File: config.mk
export PLATFORM = sky130hd
export DESIGN_NAME = johnson_counter_gen
export DESIGN_NICKNAME = d
export VERILOG_FILES = /design/src/rtl/johnson_counter_gen.sv
export SDC_FILE = /design/constraint.sdc
export NUM_CORES = 1
export LEC_CHECK = 0
export ABC_AREA = 1
export BUFFER_PORTS_ARGS = -buffer_cell sky130_fd_sc_hd__buf_2
export CORE_ASPECT_RATIO = 0.7
export CORE_MARGIN = 5
export CORE_UTILIZATION = 35
export DETAILED_ROUTE_END_ITERATION = 10
export PLACE_DENSITY_LB_ADDON = 0.2
export SLEW_MARGIN = 10
export SYNTH_ARGS = -nofsm -noshare
export SYNTH_HDL_FRONTEND = slang
export SYNTH_SLANG_ARGS = --single-unit
File: constraint.sdc
create_clock -name clk -period 1.55 [get_ports clk]
set_input_delay 0.2325 -clock clk [delete_from_list [all_inputs] [get_ports clk]]
set_output_delay 0.2325 -clock clk [all_outputs]
set_load 0.1 [all_outputs]
File: src/rtl/johnson_counter_gen.sv
// johnson_counter_gen
// Parametrised W-bit Johnson (twisted-ring) counter with a 2W-state cycle.
// Supports count enable, up/down stepping, synchronous phase load, a binary
// phase index decoded from the ring and a registered wrap pulse.
// Optional feature macro: JOHNSON_SELF_CORRECT_EN
//   defined   -> illegal ring codes are flagged and cleared to phase 0
//   undefined -> illegal is tied low and the ring shifts without recovery

module johnson_counter_gen #(
   parameter int W  = 8,
   parameter int PW = $clog2(2*W)
) (
   input  logic          clk,
   input  logic          clr_n,
   input  logic          en,
   input  logic          dir,
   input  logic          ld,
   input  logic [PW-1:0] ld_phase,
   output logic [W-1:0]  q,
   output logic [PW-1:0] phase,
   output logic          wrap,
   output logic          illegal
);

   localparam logic [PW-1:0] LastPhase = PW'(2*W-1);

   logic [W-1:0]  ring_q;
   logic [W-1:0]  ring_d;
   logic          wrap_q;
   logic          wrap_d;
   logic [PW-1:0] phaseDec;
   logic          legal;
   logic [W-1:0]  ldCode;
   logic [W-1:0]  upStep;
   logic [W-1:0]  downStep;

   // Ring code for phase p: p<=W means the top p bits are set; beyond W the
   // top (p-W) bits are clear and everything below them is set.
   function automatic logic [W-1:0] codeOf(input int p);
      logic [W-1:0] c;
      c = '0;
      for (int i = 0; i < W; i++) begin
         if (p <= W) c[i] = (i >= W - p);
         else        c[i] = (i < 2*W - p);
      end
      return c;
   endfunction

   // Decode the ring into its phase index; no match leaves phase at 0 and
   // marks the ring as not holding a legal Johnson code.
   always_comb begin
      phaseDec = '0;
      legal    = 1'b0;
      for (int p = 0; p < 2*W; p++) begin
         if (ring_q == codeOf(p)) begin
            phaseDec = PW'(p);
            legal    = 1'b1;
         end
      end
   end

   // Load target and the two shift directions; out-of-range phases load 0.
   always_comb begin
      if (int'(ld_phase) >= 2*W) ldCode = '0;
      else                       ldCode = codeOf(int'(ld_phase));
      upStep   = {~ring_q[0], ring_q[W-1:1]};
      downStep = {ring_q[W-2:0], ~ring_q[W-1]};
   end

   // Next-state selection: load beats correction beats stepping beats hold.
   // Only a real step across the 2W-1/0 boundary raises wrap.
   always_comb begin
      ring_d = ring_q;
      wrap_d = 1'b0;
      if (ld) begin
         ring_d = ldCode;
      end
`ifdef JOHNSON_SELF_CORRECT_EN
      else if (!legal) begin
         ring_d = '0;
      end
`endif
      else if (en) begin
         if (dir) begin
            ring_d = upStep;
            wrap_d = legal && (phaseDec == LastPhase);
         end else begin
            ring_d = downStep;
            wrap_d = legal && (phaseDec == '0);
         end
      end
   end

   // Ring and wrap registers, cleared asynchronously by clr_n.
   always_ff @(posedge clk or negedge clr_n) begin
      if (!clr_n) begin
         ring_q <= '0;
         wrap_q <= 1'b0;
      end else begin
         ring_q <= ring_d;
         wrap_q <= wrap_d;
      end
   end

   assign q     = ring_q;
   assign phase = phaseDec;
   assign wrap  = wrap_q;

`ifdef JOHNSON_SELF_CORRECT_EN
   assign illegal = ~legal;
`else
   assign illegal = 1'b0;
`endif

endmodule

## After elaboration in Yosys (flattened, before gate mapping)

Cells that the tools add are included.

| cells by class | value |
|---|---|
| $add $sub $neg | 2 |
| multiply operators | 0 |
| div/mod/pow operators | 0 |
| $lt $le $gt $ge | 17 |
| eq/ne operators | 16 |
| shifts and indexed selects | 0 |
| muxes and demuxes | 45 |
| bitwise operators | 2 |
| reduce and logical (&&, ||, !) cells | 5 |

Operator list:

| kind | number |
|---|---|
| equality test 8 bit (second input constant) | 8 |
| two-way mux 4 bit | 14 |
| two-way mux 1 bit | 28 |
| less-than comparator 4 x 6 -> 1 bit (first input constant) | 4 |
| two-way mux 8 bit | 3 |
| >= comparator 4 x 5 -> 1 bit (first input constant) | 4 |
| less-than comparator 3 x 6 -> 1 bit (first input constant) | 2 |
| >= comparator 3 x 5 -> 1 bit (first input constant) | 2 |
| equality test 8 x 1 -> 1 bit (second input constant) | 1 |
| equality test 8 x 2 -> 1 bit (second input constant) | 1 |
| equality test 8 x 3 -> 1 bit (second input constant) | 1 |
| equality test 8 x 4 -> 1 bit (second input constant) | 1 |
| equality test 8 x 5 -> 1 bit (second input constant) | 1 |
| equality test 8 x 6 -> 1 bit (second input constant) | 1 |
| equality test 8 x 7 -> 1 bit (second input constant) | 1 |
| logical NOT 8 bit | 1 |
| less-than comparator 1 x 6 -> 1 bit (first input constant) | 1 |
| less-than comparator 2 x 6 -> 1 bit (first input constant) | 1 |
| subtractor 5 x 4 -> 6 bit (first input constant) | 1 |
| >= comparator 1 x 5 -> 1 bit (first input constant) | 1 |
| >= comparator 2 x 5 -> 1 bit (first input constant) | 1 |
| subtractor 4 x 4 -> 5 bit (first input constant) | 1 |
| equality test 4 bit (second input constant) | 1 |
| <= comparator 4 bit (second input constant) | 1 |
| other kinds (4) | 6 |

| word-level totals | value |
|---|---|
| register bits after elaboration | 9 |
| bits in latches | 0 |
| RAM bits | 0 |
| ROM bits | 0 |
| input port bits | 9 |
| output and inout port bits | 14 |
| memories | 0 |

## Logic depth before layout (Yosys ltp)

| logic depth | value |
|---|---|
| depth in word-level cells | 21 |
| mapped depth | 15 |
| gate-level depth less buffers | 15 |

## Worst setup path before layout

OpenSTA, ideal clock, no wires.

| timing | value |
|---|---|
| path kind | reg2reg |
| start point | reg ring_q[3] (netlist: q[3]) |
| end point | reg wrap_q (netlist: wrap) |
| setup time | 0.073 ns |
| arrival time | 2.761 ns |
| required time | 1.477 ns |
| setup slack | -1.284 ns |
| stages on the path, launching flop included | 11 |
| path buffers | 0 |
| period minus slack after synthesis | 2.834 ns |
| cell sequence | dfrtp_1 inv_1 nand2_2 nor2_1 nand2_1 nor2_1 nor2_1 nand3b_1 nor2_1 nand2_1 a21oi_2 |

| on the way | value |
|---|---|
| elaborated cells between the ends (all ways) | 54 |
| classes of those cells | eq/ne (16); mux (34); reduce/logical (4) |

RTL lines:

| what | line | text |
|---|---|---|
| from (decl) | 27 | `logic [W-1:0] ring_q;` |
| from (signal assigned) | 100 | `ring_q <= ring_d;` |
| equality test 8 bit | 55 | `if (ring_q == codeOf(p)) begin` |
| two-way mux 4 bit (13 in series) | 55 |  |
| two-way mux 4 bit (*) | 55 |  |
| net phase[1] | 20 | `output logic [PW-1:0] phase,` |
| equality test 4 bit or logical NOT 4 bit (tied branches) | 86, 89 |  |
| logical AND 1 bit (on tied branches) | 86, 89 |  |
| two-way mux 1 bit (*) | 84 | `if (dir) begin` |
| two-way mux 1 bit (*) | 83 | `else if (en) begin` |
| two-way mux 1 bit (*) | 75 | `if (ld) begin` |
| net wrap_d | 30 | `logic wrap_d;` |
| to (signal assigned) | 101 | `wrap_q <= wrap_d;` |
| to (decl) | 29 | `logic wrap_q;` |

The timed path passes the listed nets; every way through them passes the cells marked *.
A chain may end at the register's enable or synchronous reset.

## Worst setup path after layout

| timing | value |
|---|---|
| start point | reg ring_q[6] (netlist: q[6]) |
| end point | out phase[0] |

| on the way | value |
|---|---|
| longest elaborated chain between the ends | 16 |
| elaborated cells between the ends (all ways) | 30 |
| classes of those cells | eq/ne (15); mux (15) |

Ends and longest elaborated chain:

| what | line |
|---|---|
| equality test 8 bit | 55 |
| two-way mux 1 bit | 55 |
| two-way mux 4 bit (13 in series) | 55 |
| two-way mux 4 bit (*) | 55 |
| to (decl) | 20 |

Every way passes the cells marked *; elsewhere a longest branch is shown, timed or not.

==> results.tsv <==
stage	metric	value	unit
setup_path	CP Capture Type	primary output	
min_path	HP Class	in -> reg	
sta	crit share post-route	1.246	
setup_path	CP Data Arrival Time	1.70	ns
clock_network	Inserted Clock Buffers	3	
pwr	LEAKAGE	1.050	nW
detailed_routing	DR iter-0 viols	200	
clock_network	CTS tree	built	
setup_path	CP startpoint kind	flop	
cells_and_area	# fillers	292	
logic_synthesis	Synth Net Count	214	
cells_and_area	nets@finish	289	
die	Initial Utilization	0.3671	
die	Die H	58.40	um
sta	Total Neg Setup Slack	-1.535	ns
placement	post-DP HPWL	3.308	mm
die	I/O pin count	23	
global_routing	global-route wire length before repair	6.775	mm
die	Die Footprint	4621	sq um
detailed_routing	Detailed Route WL	4.221	mm
sta	Finish-stage setup viols	5	
sta	fin. max-slew vios	0	
clock_network	maximum buffer depth of the clock tree	2	
die	Core Footprint	3191	sq um
detailed_routing	via count	1628	
detailed_routing	1st-pass router iterations	5	
logic_synthesis	Mapped Area	1171	sq um
placement	routability cong.	0.8933	
cells_and_area	layout overhead on the synthesized area	76.50	%
job	Max Cap Viol	0	
logic_synthesis	warnings from Yosys	0	
placement	pre-CTS WS	-0.2123	ns
cells_and_area	layout cell share with drive strength beyond 1	0.5109	
global_routing	largest net degree at the start of global routing	12	
logic_synthesis	register area share after synthesis	0.1923	
sta	PnR worst setup slack	-0.3815	ns
die	num rows	17	
sta	Fmax	0.5177	GHz
sta	Tmin final	1.932	ns
run_status	status	finished with violations	
die	die width	79.14	um
logic_synthesis	Seq cells post-synth	9	
clock_network	Reg clk slew, reported paths	0.04	ns
clock_network	H-tree levels	1	
sta	Fin. Hold Viols	0	
detailed_routing	WL/cell	13.53	um
cells_and_area	Antenna diodes	0	
global_routing	vias in the first global route	1416	
placement	I/O Buffers	21	
detailed_routing	post-route DRC violation count	0	
setup_path	Crit Path Max Fanout	7	
detailed_routing	Vias/cell	5.218	
global_routing	initial antenna violation count	0	
global_routing	total grt overflow	0	
clock_network	clock sinks	9	
cells_and_area	final core utilization	0.6478	
logic_synthesis	Cells after Synth	200	
run_status	failing checks	setup timing	
pwr	Cell Pwr Density	792.8	nW/um^2
clock_network	Clk Latency, worst-skew pair	0.24	ns
global_routing	total track usage	0.1846	
clock_network	root buffer cell	clkbuf_8	
sta	Setup Skew	0.001008	ns
logic_synthesis	Distinct cells, synth	28	
sta	unrepaired setup endpoints after global routing	true	
logic_synthesis	Mapped Avg Cell Area	5.856	sq um
detailed_routing	Detail Route Antenna Nets	0	
setup_path	Worst Path Required	1.32	ns
pwr	Max VDD drop	546.1	uV
setup_path	critical path type	reg -> out	
[worst max-delay path, cell delays in order (launching register included)]
cell,delay (ns)
dfrtp_4,0.53
nand2_4,0.10
nor2_4,0.05
nand3_2,0.08
nand3_1,0.08
nor2_1,0.09
nand3_1,0.09
nor2_2,0.15
clkinvlp_4,0.12
buf_12,0.17
[through the flow]
stage	hold WS [ns]	total power, mW	std cells	instance area (sq um)
6_report	0.2913	1.639	312	2067
4_1_cts	0.2855	1.595	309	1971
5_1_grt	0.3259	1.729	312	2067
2_1_floorplan	-0.06309	0.9258	200	1297
3_5_place_dp	0.1007	1.292	302	1867
3_3_place_gp	0.09973	1.285	302	1867
[layer usage]
layer  part of all wire  up-vias  track usage
met1               0.51      739       0.3028
li1                   -      796            -
met3              0.087        8      0.04128
met5                  0        -            0
met4             0.0069        0      0.01471
met2               0.40       85       0.2470
[cells in the mapped netlist]
| master | instances | area, sq um |
|---|---|---|
| ha_1 | 5 | 62.56 |
| o21ai_1 | 3 | 15.01 |
| inv_2 | 6 | 22.52 |
| o21ai_0 | 18 | 90.09 |
| nand3_1 | 13 | 65.06 |
| a31oi_1 | 2 | 12.51 |
| nand3_2 | 2 | 20.02 |
| o22ai_1 | 1 | 6.260 |
| dfrtp_1 | 9 | 225.2 |
| nor2_4 | 2 | 22.52 |
| nand2_1 | 41 | 153.9 |
| clkbuf_1 | 1 | 3.750 |
| inv_1 | 33 | 123.9 |
| a21oi_2 | 3 | 26.28 |
| nor2_1 | 23 | 86.33 |
| a22oi_1 | 1 | 7.510 |
| conb_1 | 1 | 3.750 |
| o211ai_1 | 1 | 7.510 |
| o21ai_2 | 1 | 8.760 |
| nor2_2 | 4 | 25.02 |
| nand2_2 | 6 | 37.54 |
| nand4_2 | 1 | 12.51 |
| a221o_1 | 1 | 10.01 |
| buf_4 | 1 | 7.510 |
| nor3_1 | 4 | 20.02 |
| a21oi_1 | 10 | 50.05 |
| nand3b_1 | 1 | 7.510 |
| nand4_1 | 6 | 37.54 |
[power by group]
group	internal, mW	switching [mW]
registers	0.287	0.0635
logic	0.365	0.648
clock network	0.179	0.0964
total	0.831	0.808
[final timing paths]
check	from	endpoint	slack (ns)	depth (start not counted)
worst min register to register	q[2]	q[2]	0.74	3
worst max register to register	q[6]	wrap	-0.17	11
min in group asynchronous	clr_n	q[2]	0.38	2
worst max-delay path	q[6]	phase[0]	-0.38	9
max in group asynchronous	clr_n	q[4]	0.95	2
worst min-delay path	ld	q[5]	0.29	2
[layout by cell type (no fill, tap or decap), types with 2 or more instances in the layout]
| master | n |
|---|---|
| a21oi_2 | 3 |
| inv_1 | 22 |
| ha_4 | 2 |
| nand4_1 | 6 |
| inv_4 | 3 |
| nand2_1 | 31 |
| nor3_1 | 3 |
| nor2_2 | 6 |
| o21ai_0 | 18 |
| nand2_4 | 7 |
| buf_2 | 12 |
| nor2_1 | 17 |
| inv_2 | 11 |
| buf_4 | 50 |
| clkbuf_8 | 3 |
| a21oi_1 | 10 |
| o21ai_1 | 2 |
| buf_8 | 2 |
| buf_12 | 6 |
| nor2_4 | 6 |
| nand2_2 | 9 |
| nand3_1 | 11 |
| nand3_2 | 3 |
| dfrtp_4 | 8 |
| ha_1 | 3 |
| a31oi_1 | 2 |
[registers in the layout, indices dropped and copies added (netlist names)]
name  count
q         8
wrap      1
[final cells by class]
type                       count  area (sq um)  share of cell area
clock buffer                   4         45.04             0.02179
inverter                      39         170.2             0.08232
timing repair buffer          72         606.8              0.2936
sequential                     9         255.2              0.1235
multi-input combinational    150         942.2              0.4558
tap                           38         47.55             0.02300
[what timing repair did]
item / CTS / global route
pin swaps: 5 / 11
hold endpoints to repair: 9 / 0
setup endpoints to repair: 5 / 7
gates resized for setup: 8 / 21
setup buffers: 2 / 3
hold buffers: 1 / 0
[kinds of logic after synthesis]
kind of cell / share of synthesized area
and+or+nand+nor: 0.4167
buffers and inverters: 0.1346
adders and majority gates: 0.05342
AOI/OAI and AO/OA: 0.1998
other: 0.003202
DFF: 0.1923
No activity file was read; power rests on OpenSTA's default activity.
